--- src/rtl/pipelined_adder.sv ---
// Carry-pipelined add/subtract unit. One SEG_WIDTH slice of the result is
// resolved per stage, and the carry between slices is registered. Operand
// slices that are not yet consumed travel in skew registers. Result slices
// that are already finished travel in the de-skew (result) registers. The
// whole pipeline advances together under a valid/ready handshake.
module pipelined_adder #(
    parameter int WIDTH     = 64,
    parameter int SEG_WIDTH = 32
) (
    input  logic             clk,
    input  logic             rst,
    input  logic             in_valid,
    output logic             in_ready,
    input  logic [WIDTH-1:0] din_one,
    input  logic [WIDTH-1:0] din_two,
    input  logic             cin,
    input  logic             sub,
    output logic             out_valid,
    input  logic             out_ready,
    output logic [WIDTH-1:0] sum,
    output logic             cout,
    output logic             ovf
);

    localparam int NSEG = WIDTH / SEG_WIDTH;
    localparam int SEG  = SEG_WIDTH;

    // Per-stage state. Stage NSEG-1 doubles as the output register.
    logic [NSEG-1:0]  valid_reg;
    logic [NSEG-1:0]  carry_reg;
    logic [NSEG-1:0]  sub_reg;
    logic [WIDTH-1:0] res_reg [NSEG];
    logic             ovf_reg;

    // Subtraction is an addition of the inverted B with an inverted borrow.
    logic [WIDTH-1:0] b_adj;
    logic             c_eff;
    logic             adv;

    // Combinational slice sums, one per stage. The MSB is the carry out of the slice.
    logic [SEG:0]     seg_sum [NSEG];
    // Top bit of the operands seen by the last stage, used for overflow.
    logic             last_a_msb;
    logic             last_b_msb;

    assign b_adj    = sub ? ~din_two : din_two;
    assign c_eff    = cin ^ sub;
    assign in_ready = ~valid_reg[NSEG-1] | out_ready;
    assign adv      = in_ready;

    assign seg_sum[0] = {1'b0, din_one[SEG-1:0]} + {1'b0, b_adj[SEG-1:0]}
                      + {{SEG{1'b0}}, c_eff};

    if (NSEG == 1) begin : g_single
        assign last_a_msb = din_one[WIDTH-1];
        assign last_b_msb = b_adj[WIDTH-1];
    end else begin : g_skew
        // The skew entry at index k holds the full operands as seen by stage k.
        logic [WIDTH-1:0] a_skew_reg [NSEG-1];
        logic [WIDTH-1:0] b_skew_reg [NSEG-1];

        // Operand skew chain. It shifts with the pipeline and holds on a stall.
        always_ff @(posedge clk) begin
            if (rst) begin
                for (int k = 0; k < NSEG - 1; k++) begin
                    a_skew_reg[k] <= '0;
                    b_skew_reg[k] <= '0;
                end
            end else if (adv) begin
                a_skew_reg[0] <= din_one;
                b_skew_reg[0] <= b_adj;
                for (int k = 1; k < NSEG - 1; k++) begin
                    a_skew_reg[k] <= a_skew_reg[k-1];
                    b_skew_reg[k] <= b_skew_reg[k-1];
                end
            end
        end

        for (genvar gi = 1; gi < NSEG; gi++) begin : g_seg
            assign seg_sum[gi] = {1'b0, a_skew_reg[gi-1][gi*SEG +: SEG]}
                               + {1'b0, b_skew_reg[gi-1][gi*SEG +: SEG]}
                               + {{SEG{1'b0}}, carry_reg[gi-1]};
        end

        assign last_a_msb = a_skew_reg[NSEG-2][WIDTH-1];
        assign last_b_msb = b_skew_reg[NSEG-2][WIDTH-1];
    end

    // Stage registers. Valid bits, carries and result slices move as one
    // shift, so bubbles are never collapsed.
    always_ff @(posedge clk) begin
        if (rst) begin
            valid_reg <= '0;
            carry_reg <= '0;
            sub_reg   <= '0;
            ovf_reg   <= 1'b0;
            for (int k = 0; k < NSEG; k++) begin
                res_reg[k] <= '0;
            end
        end else if (adv) begin
            valid_reg[0] <= in_valid;
            carry_reg[0] <= seg_sum[0][SEG];
            sub_reg[0]   <= sub;
            res_reg[0]   <= WIDTH'(seg_sum[0][SEG-1:0]);
            for (int k = 1; k < NSEG; k++) begin
                valid_reg[k]                <= valid_reg[k-1];
                carry_reg[k]                <= seg_sum[k][SEG];
                sub_reg[k]                  <= sub_reg[k-1];
                res_reg[k]                  <= res_reg[k-1];
                res_reg[k][k*SEG +: SEG]    <= seg_sum[k][SEG-1:0];
            end
            // The carry into the MSB is recovered as a ^ b ^ sum at that bit.
            ovf_reg <= last_a_msb ^ last_b_msb
                     ^ seg_sum[NSEG-1][SEG-1] ^ seg_sum[NSEG-1][SEG];
        end
    end

    assign out_valid = valid_reg[NSEG-1];
    assign sum       = res_reg[NSEG-1];
    // In subtract mode the internal carry is inverted to present a borrow.
    assign cout      = carry_reg[NSEG-1] ^ sub_reg[NSEG-1];
    assign ovf       = ovf_reg;

endmodule

--- config.mk ---
export PLATFORM = sky130hd
export DESIGN_NAME = pipelined_adder
export DESIGN_NICKNAME = d
export VERILOG_FILES = /design/src/rtl/pipelined_adder.sv
export SDC_FILE = /design/constraint.sdc
export NUM_CORES = 1
export LEC_CHECK = 0
export CORE_ASPECT_RATIO = 0.7
export CORE_MARGIN = 1.5
export CORE_UTILIZATION = 40
export DETAILED_ROUTE_END_ITERATION = 16
export PLACE_DENSITY = 0.71
export SLEW_MARGIN = 40
export SYNTH_ARGS = -nofsm -noshare
export SYNTH_HDL_FRONTEND = slang
export SYNTH_SLANG_ARGS = --single-unit
--- constraint.sdc ---
create_clock -name clk -period 16 [get_ports clk]
set_clock_uncertainty 0.15 [all_clocks]
set_input_delay 3.2 -clock clk [delete_from_list [all_inputs] [get_ports clk]]
set_output_delay 3.2 -clock clk [all_outputs]
set_load 0.05 [all_outputs]
==> results.sh, run 1 <==
export IMPL_clkPwrFrac_pct=32.8
export IMPL_irDropWorstVdd_mv=0.0713
export IMPL_dp_cells=1364
export IMPL_cts_tree="built"
export IMPL_setup_viol=0
export IMPL_layout_commonest_cell="clkdlybuf4s50_1"
export IMPL_synth_top_area_cell="edfxtp_1"
export IMPL_grt_antenna_before_repair=0
export IMPL_synthFlopType="edfxtp_1"
export IMPL_p_leak_nw=5.31
export IMPL_synth_seq_cells=167
export IMPL_clock_sinks=167
export IMPL_worst_pin_slew_ns=0.817
export IMPL_min_path_type="flop to flop"
export IMPL_grtUsageTotal_pct=18.4
export IMPL_grt_pass1_wl_mm=36.2
export IMPL_slowest_stage="clkdlybuf4s50_1"
export IMPL_wl_per_cell_microns=16.4
export IMPL_maxCapViolations=0
export IMPL_cpMostUsedCell="clkdlybuf4s50_1"
export IMPL_post_cts_buffers=0
export IMPL_p_sw_mw=0.421
export IMPL_vias=7192
export IMPL_r2r_slack_ns=12.35
export IMPL_synth_fp_nets=1074
export IMPL_via_per_inst=5.15
export IMPL_final_util_pct=53.9
export IMPL_end_kind="primary output"
export IMPL_hold_violations=0
export IMPL_critPathMaxFanout=11
export IMPL_gp_congestion=0.938
export IMPL_drv_slew=0
export IMPL_critPathLaunchType="input port"
export IMPL_drtPass1Iterations=5
export IMPL_io_buffers=201
export IMPL_clk_pin_slew_ns=0.06
export IMPL_clock_latency_ns=0.44
export IMPL_drive_above_1_share_pct=5.94
export IMPL_netlist_top_cells_area="edfxtp_1 (49%), ha_1 (7.9%), xor2_1 (5.4%), xnor2_1 (4.7%), and2_1 (4.7%)"
export IMPL_min_period_over_period_pct=53.4
export IMPL_crit_type="input port to primary output"
export IMPL_start_util_pct=41.1
export IMPL_max_stage_delay_ns=0.81
export IMPL_fin_area_sq_mm=0.0129
export IMPL_postCtsHoldBufs=0
export IMPL_root_buffer="clkbuf_16"
export IMPL_cp_arrival_ns=5.19
export IMPL_max_freq_mhz=117
export IMPL_fp_dieW_microns=190
export IMPL_fin_crit_ns=8.54
export IMPL_htreeDepth=4
export IMPL_crit_chain="clkdlybuf4s50_1, nor2b_2, inv_1, clkdlybuf4s50_1"
export IMPL_maxSlewHeadroom_pct=45.5
export IMPL_syn_to_final_growth_pct=31.2
export IMPL_cts_made_buffers=17
export IMPL_reg2reg_depth=11
export IMPL_detail_route_iter0_violations=459
export IMPL_synth_edf_count=160
export IMPL_r2r_start="g_skew.b_skew_reg[0][32]"
export IMPL_grt_overflow_total=0
export IMPL_worstPathRequired_ns=12.65
export IMPL_syn_area_sq_mm=0.00980
export IMPL_dp_hpwl_mm=16.3
export IMPL_n_fill_cell=2111
export IMPL_grt_max_degree=83
export IMPL_syn_area_per_cell_sq_um=11.2
export IMPL_cts_resized=0
export IMPL_largest_reg_flops=96
export IMPL_worstReg2RegEnd="res_reg[1][58]"
export IMPL_drc=0
export IMPL_design_core_area_sq_mm=0.0239
export IMPL_power_density_mw_per_mm2=110
export IMPL_cts_buffer_depth=2
export IMPL_wl_mm=23.0
export IMPL_final_setup_tns_ns=0
export IMPL_rsz0062_at_grt="no"
export IMPL_cp_endpoint="in_ready"
export IMPL_pwr_share_seq_pct=39.2
export IMPL_ys_seq_area_share_pct=50.4
export IMPL_total_power_mw=1.42
export IMPL_internal_power_mw=0.997
export IMPL_dpl_cell_area_sq_mm=0.0122
export IMPL_yosys_warnings=0
export IMPL_sw_frac_of_total_pct=29.7
export IMPL_fin_nets=1265
export IMPL_stdcell_count=1396
export IMPL_n_antenna_cell=0
export IMPL_grt_pass1_vias=6967
export IMPL_mostFrequentLayoutCells="clkdlybuf4s50_1 (200), edfxtp_1 (160), nor2_1 (107)"
export IMPL_synth_top_area_share_pct=49.0
export IMPL_status="finished clean"
export IMPL_die_y_microns=134
export IMPL_p_comb_share_pct=28.1
export IMPL_syn_inst=874
export IMPL_synth_cell_types=66
export IMPL_crit_start="out_ready"
export IMPL_io_pins=202
export IMPL_die_area_sq_mm=0.0255
export IMPL_async_flop_share_pct=0
export IMPL_num_rows=47
export IMPL_final_antenna_net_count=0
worst max-delay path, delay by kind of cell:
kind                   cells  cell delay, ns
buffers and inverters      3            1.56
and+or+nand+nor            1            0.43
how the worst min path moves through the flow:
| stage | cells past startpoint | slack [ns] | startpoint | to |
|---|---|---|---|---|
| finish | 2 | 0.30 | sub_reg[0] | sub_reg[0] |
| global route | 2 | 0.34 | sub_reg[0] | sub_reg[0] |
| CTS | 2 | 0.30 | sub_reg[0] | sub_reg[0] |
| detailed placement | 2 | 0.30 | sub_reg[0] | sub_reg[0] |
| global placement | 2 | 0.29 | valid_reg[0] | valid_reg[0] |
| floorplan | 2 | 0.28 | sub_reg[0] | sub_reg[0] |
cell usage after synthesis (8+ instances only):
cell type / count
xnor2_1: 53
nand2_1: 30
o21ai_0: 21
a21o_1: 45
xor2_1: 60
clkbuf_1: 32
o21bai_1: 8
inv_1: 14
edfxtp_1: 160
ha_1: 62
nor3_1: 17
and2_1: 73
nor2b_1: 8
a21oi_1: 50
nand3_1: 11
and3_1: 8
nor2_1: 108
cells by family after synthesis:
logic type	count (synthesis)	synth area share (%)
DFF	167	50.4
muxes	1	0.102
adders and majority gates	66	8.73
buffers and inverters	50	1.94
and+or+nand+nor	286	14.8
xor gates and xnor gates	113	10.1
AOI/OAI and AO/OA	191	13.9
through the flow:
| step | worst slack (ns) | hold slack, ns |
|---|---|---|
| global route | 7.38 | 0.340 |
| global placement | 7.18 | 0.290 |
| detailed placement | 7.11 | 0.295 |
| floorplan | 7.95 | 0.282 |
| CTS | 7.11 | 0.303 |
| finish | 7.46 | 0.304 |
power groups by stage:
| stage | clock network, mW | logic (mW) | registers [mW] |
|---|---|---|---|
| 2_1_floorplan | 0 | 0.191 | 0.643 |
| 3_3_place_gp | 0 | 0.390 | 0.565 |
| 3_5_place_dp | 0 | 0.396 | 0.565 |
| 4_1_cts | 0.475 | 0.399 | 0.556 |
| 5_1_grt | 0.491 | 0.430 | 0.560 |
| 6_report | 0.465 | 0.398 | 0.555 |
cell type report:
cell class,count,area [sq um],area share [%]
flip-flops and latches,167,4940,38.5
multi-input cells,657,4690,36.5
repair buffers,208,2110,16.4
clock buffers,19,433,3.37
well taps,318,398,3.09
clock inverters,13,226,1.76
inverters,14,52.6,0.409
layer usage:
layer | share of wire (%) | track usage, %
met1 | 47 | 25.9
met2 | 45 | 28.5
met3 | 6.2 | 4.40
met4 | 1.1 | 4.81
met5 | 0 | 0
No activity file was read; power rests on OpenSTA's default activity.
==> inputs of run 2 (changes only) <==
==> constraint.sdc (replaced) <==
create_clock -name clk -period 8.4 [get_ports clk]
set_clock_uncertainty 0.15 [all_clocks]
set_input_delay 1.68 -clock clk [delete_from_list [all_inputs] [get_ports clk]]
set_output_delay 1.68 -clock clk [all_outputs]
set_load 0.05 [all_outputs]
==> run 2 against run 1 <==
Against the previous run: sequential share of layout area increased by 0.43 points; sequential cell count unchanged; routed wire length decreased by 1.6%; worst setup slack got worse by 4.9 ns; clock power increased by 59%; critical path depth unchanged; core utilization decreased by 0.60 points; sequential power increased by 91%; total power increased by 80%; via count decreased by 1.1%; die area unchanged; final cell count unchanged; largest cell class unchanged; largest power group unchanged; highest routed layer unchanged.
==> results.sh, run 2 (synthesized netlist as in run 1, its figures left out) <==
export IMPL_root_buffer="clkbuf_16"
export IMPL_crit_start="out_ready"
export IMPL_fin_crit_ns=5.82
export IMPL_largest_reg_flops=96
export IMPL_detail_route_iter0_violations=418
export IMPL_drive_above_1_share_pct=5.94
export IMPL_cpMostUsedCell="clkdlybuf4s50_1"
export IMPL_status="finished clean"
export IMPL_p_leak_nw=5.24
export IMPL_crit_family="buffers and inverters"
export IMPL_final_setup_tns_ns=0
export IMPL_postCtsHoldBufs=0
export IMPL_gp_congestion=0.930
export IMPL_post_cts_buffers=0
export IMPL_min_from="sub_reg[0]"
export IMPL_seq_area_sq_mm=0.00494
export IMPL_vias=7113
export IMPL_drv_slew=0
export IMPL_num_rows=47
export IMPL_io_pins=202
export IMPL_p_comb_share_pct=29.6
export IMPL_critPathLaunchType="input port"
export IMPL_min_path_type="flop to flop"
export IMPL_irDropWorstVdd_mv=0.128
export IMPL_cp_arrival_ns=3.99
export IMPL_die_area_sq_mm=0.0255
export IMPL_hold_worst_slack_ns=0.309
export IMPL_power_density_mw_per_mm2=201
export IMPL_whs_path_depth=2
export IMPL_mostFrequentLayoutCells="clkdlybuf4s50_1 (200), edfxtp_1 (160), nor2_1 (107)"
export IMPL_r2r_slack_ns=4.75
export IMPL_clk_pin_slew_ns=0.06
export IMPL_critPathMaxFanout=11
export IMPL_total_power_mw=2.56
export IMPL_pwr_share_seq_pct=41.5
export IMPL_cts_buffer_depth=2
export IMPL_multi_input_area_sq_mm=0.00469
export IMPL_grt_antenna_before_repair=0
export IMPL_min_period_over_period_pct=69.3
export IMPL_design_core_area_sq_mm=0.0239
export IMPL_crit_type="input port to primary output"
export IMPL_rsz0062_at_grt="no"
export IMPL_wl_per_cell_microns=16.2
export IMPL_worstPathRequired_ns=6.57
export IMPL_worstReg2RegEnd="res_reg[1][58]"
export IMPL_clkPwrFrac_pct=28.9
export IMPL_min_to="sub_reg[0]"
export IMPL_n_fill_cell=2162
export IMPL_cts_resized=0
export IMPL_grt_max_degree=59
export IMPL_setup_viol=0
export IMPL_hold_violations=0
export IMPL_slowest_stage="clkdlybuf4s50_1"
export IMPL_start_util_pct=41.1
export IMPL_cts_tree="built"
export IMPL_max_freq_mhz=172
export IMPL_htreeDepth=4
export IMPL_max_stage_delay_ns=0.83
export IMPL_drc=0
export IMPL_sw_frac_of_total_pct=32.3
export IMPL_reg2reg_depth=11
export IMPL_maxSlewHeadroom_pct=46.5
export IMPL_maxCapViolations=0
export IMPL_fin_nets=1265
export IMPL_io_buffers=201
export IMPL_end_kind="primary output"
export IMPL_p_sw_mw=0.826
export IMPL_crit_buf_inv=3
export IMPL_layout_commonest_cell="clkdlybuf4s50_1"
export IMPL_grtUsageTotal_pct=17.9
export IMPL_grt_pass1_wl_mm=35.3
export IMPL_final_antenna_net_count=0
export IMPL_clock_sinks=167
export IMPL_crit_chain="clkdlybuf4s50_1, nor2b_1, inv_1, clkdlybuf4s50_1"
export IMPL_clock_latency_ns=0.43
export IMPL_grt_pass1_vias=6705
export IMPL_r2r_start="carry_reg[0]"
export IMPL_drtPass1Iterations=5
export IMPL_grt_overflow_total=0
export IMPL_dp_hpwl_mm=16.6
export IMPL_via_per_inst=5.10
export IMPL_syn_to_final_growth_pct=29.7
export IMPL_wl_mm=22.6
export IMPL_fp_dieW_microns=190
export IMPL_worst_pin_slew_ns=0.801
export IMPL_n_antenna_cell=0
export IMPL_cts_made_buffers=17
export IMPL_internal_power_mw=1.73
export IMPL_die_y_microns=134
==> run 2: cell count changes in the layout (fill, tap and decap cells not counted), sizes merged <==
cell,previous run,this run
clkinvlp,1,3
clkbuf,19,18
bufinv,6,0
inv,15,21
clkinv,5,4
==> run 2: how the worst max path moves through the flow <==
stage                               endpoint  slack [ns]  cells after the start
global placement                    in_ready        2.61                      4
CTS                                 in_ready        2.52                      4
global route                        in_ready        2.43                      4
finish                              in_ready        2.58                      4
floorplan           g_skew.a_skew_reg[0][32]        1.87                      2
detailed placement                  in_ready        2.52                      4
==> run 2: final cells by class <==
type,count,area share (%)
inverter,14,0.413
clock buffer,18,3.38
timing repair buffer,208,16.4
multi-input combinational,657,36.9
clock inverter,14,0.895
tap,318,3.13
sequential,167,38.9
==> run 2: through the flow <==
step / instances / area (sq um) / util, % / setup WS (ns)
after floorplan: 874 / 9800 / - / 1.87
after global placement: 1362 / 12100 / 50.8 / 2.61
after detailed placement: 1364 / 12200 / 51.0 / 2.52
after CTS: 1396 / 12700 / 53.3 / 2.52
after global routing: 1396 / 12700 / 53.3 / 2.43
final: 1396 / 12700 / 53.3 / 2.58
==> run 2: power by group through the flow <==
stage                     logic (mW)  clock network [mW]  registers, mW
after floorplan                0.364                   0           1.22
after global placement         0.745                   0           1.08
after detailed placement       0.753                   0           1.08
after CTS                      0.757               0.754           1.06
after global routing           0.818               0.782           1.07
final                          0.757               0.738           1.06
==> run 2: worst reg2reg max path, delay by kind of cell (launching register included) <==
family	cells	cell delay, ns
compound gates	6	1.47
fa+ha+maj	2	1.00
flops	1	0.36
simple gates	2	0.23
xor+xnor	1	0.19
==> run 2: layer usage <==
metal / global-route usage, % / wire length [microns] / up-vias
li1: - / - / 3539
met1: 26.1 / 11100 / 3359
met2: 27.3 / 10100 / 202
met3: 3.77 / 1280 / 13
met4: 4.01 / 132 / 0
met5: 0 / 0 / -
==> RTL edit, RTL diff (settings of run 1) <==
Register the output `ovf` once more, without a reset; this adds one clock of latency there. The other outputs are not delayed to match.
--- a/src/rtl/pipelined_adder.sv
+++ b/src/rtl/pipelined_adder.sv
@@ -121,3 +121,5 @@
     assign cout      = carry_reg[NSEG-1] ^ sub_reg[NSEG-1];
-    assign ovf       = ovf_reg;
+    always_ff @(posedge clk) begin
+        ovf <= ovf_reg;
+    end
 
Check against the original RTL: not equivalent (Yosys sat finds a counterexample within 4 cycles, from zero or initial values and one cycle with rst high).
==> RTL edit against run 1 <==
- wire length shrank 0.55%
- worst setup slack improved by 0.020 ns
- synthesized area increased by 0.20%
- power shrank 3.2%
- combinational power barely moved
- die area grew 0.20%
- global-route usage down 0.40 points
- sequential power grew 0.7%
- sequential cell count grew 1
- design area is 0.54% lower
- final cell count about the same
- first-iteration DRC count is 12% lower
- utilization fell by 0.29 points
- critical endpoint unchanged
==> RTL edit: results (changes against run 1) <==
- The post-detailed-placement half-perimeter wirelength came to 16.7 mm (was 16.3 mm).
- The xor/xnor share of the synthesized area was 10.1% (about the same).
- The initial detailed-routing violation count is 403 (was 459).
- The maximum number of pins on one net before global-route repair was 57 (was 83).
- The clock share of power was 30.4% (was 32.8%).
- The via density per instance was 5.16 (was 5.15).
- The post-synth net total is 1075 (was 1074).
- The final-layout worst hold slack was 0.203 ns (was 0.304 ns).
- The mux share of post-synthesis cell area is 0.102% (about the same).
- The minimum setup slack among reg-to-reg paths is 12.33 ns (was 12.35 ns).
- The via count of the first global-routing pass is 6874 (was 6967).
- The post-synthesis instance total is 875 (was 874).
- The origin of the critical flop-to-flop path is carry_reg[0] (was g_skew.b_skew_reg[0][32]).
- The net switching power of the design is 0.000431 W (was 0.000421 W).
- The number of vias after detailed routing is 7214 (was 7192).
- The first-pass GRT wire length was 35.7 mm (was 36.2 mm).
- The worst relative slew slack came to 50.8% (was 45.5%).
- The share of post-route cells with drive strength above 1 is 6.12% (was 5.94%).
- The share of the synthesized area in compound gates (AO/OA/AOI/OAI) is 13.9% (about the same).
- The maximum ir drop on the vdd rail is 0.0000677 V (was 0.0000713 V).
- The critical path data arrival time is 5.17 ns (was 5.19 ns).
- The post-placement setup slack is 7.13 ns (was 7.11 ns).
- The number of nets in the layout came to 1265 (unchanged).
- The fraction of the mapped netlist area in adder cells is 8.71% (was 8.73%).
- The leakage power summed over all cells is 5.28 nW (was 5.31 nW).
- Leading cell types by total area after synthesis: sky130_fd_sc_hd__edfxtp_1 (49%), sky130_fd_sc_hd__ha_1 (7.9%), sky130_fd_sc_hd__xor2_1 (5.3%) (was sky130_fd_sc_hd__edfxtp_1 (49%), sky130_fd_sc_hd__ha_1 (7.9%), sky130_fd_sc_hd__xor2_1 (5.4%)).
- Run status: complete, no violations (unchanged).
- Most common library cells after synthesis: sky130_fd_sc_hd__edfxtp_1 (160), sky130_fd_sc_hd__nor2_1 (108), sky130_fd_sc_hd__and2_1 (73), sky130_fd_sc_hd__ha_1 (62), sky130_fd_sc_hd__xor2_1 (60) (unchanged).
- The part of the Yosys area used for sequential elements came to 50.5% (was 50.4%).
- The origin of the worst min-delay path is ovf_reg (was sub_reg[0]).
- The total wire length is 22.8 mm (was 23.0 mm).
==> RTL edit: cell types whose count changed after synthesis <==
cell                      delta
sky130_fd_sc_hd__dfxtp_1     +1
==> RTL edit: kinds of logic (layout without fill, tap and decap cells) <==
group / Yosys count / count (layout)
fa+ha+maj: 66 / 66
xor+xnor: 113 / 113
other cells: 0 / 1
compound gates: 191 / 191
simple gates: 286 / 286
mux: 1 / 1
flops: 168 / 168
buf+inv: 50 / 253
==> RTL edit: through the flow <==
| stage | instance area (sq um) | total power (W) | util, % |
|---|---|---|---|
| after floorplan | 9820 | 0.000836 | - |
| after global placement | 12100 | 0.000957 | 50.9 |
| after detailed placement | 12200 | 0.000964 | 51.1 |
| after CTS | 12800 | 0.00138 | 53.5 |
| after global routing | 12800 | 0.00144 | 53.6 |
| final | 12800 | 0.00137 | 53.6 |
==> RTL edit: worst paths after layout <==
| path | to | cells past startpoint |
|---|---|---|
| worst max-delay path | in_ready | 4 |
| worst min-delay path | ovf | 0 |
| worst max register to register | res_reg[1][58] | 11 |
| worst min register to register | ovf | 0 |
==> RTL edit: routing by layer <==
layer / up-vias / track usage, % / routed length (microns)
li1: 3553 / - / -
met1: 3408 / 25.8 / 11000
met2: 234 / 27.7 / 10100
met3: 19 / 4.19 / 1550
met4: 0 / 4.33 / 187
met5: - / 0 / 0
==> RTL edit: area by class of cell <==
type / instances / area, sq um
Multi-Input combinational cell: 657 / 4690
Timing Repair Buffer: 207 / 2090
Tap cell: 318 / 398
Sequential cell: 168 / 4960
Inverter: 14 / 52.6
Clock buffer: 18 / 429
Clock inverter: 14 / 163
Fill cell: 2080 / 11100
Antenna cell: 1 / 2.50
==> RTL edit: power by group through the flow <==
stage               Sequential, W  Clock [W]  Combinational, W
finish                   0.000559   0.000417          0.000397
global route             0.000564   0.000445          0.000428
CTS                      0.000560   0.000426          0.000397
global placement         0.000567          0          0.000389
detailed placement       0.000569          0          0.000395
floorplan                0.000645          0          0.000191
==> RTL edit: critical path, stage by stage <==
cell and delay [ns]:
sky130_fd_sc_hd__clkdlybuf4s50_1 0.42, sky130_fd_sc_hd__nor2b_2 0.41, sky130_fd_sc_hd__inv_1 0.32, sky130_fd_sc_hd__clkdlybuf4s50_1 0.81
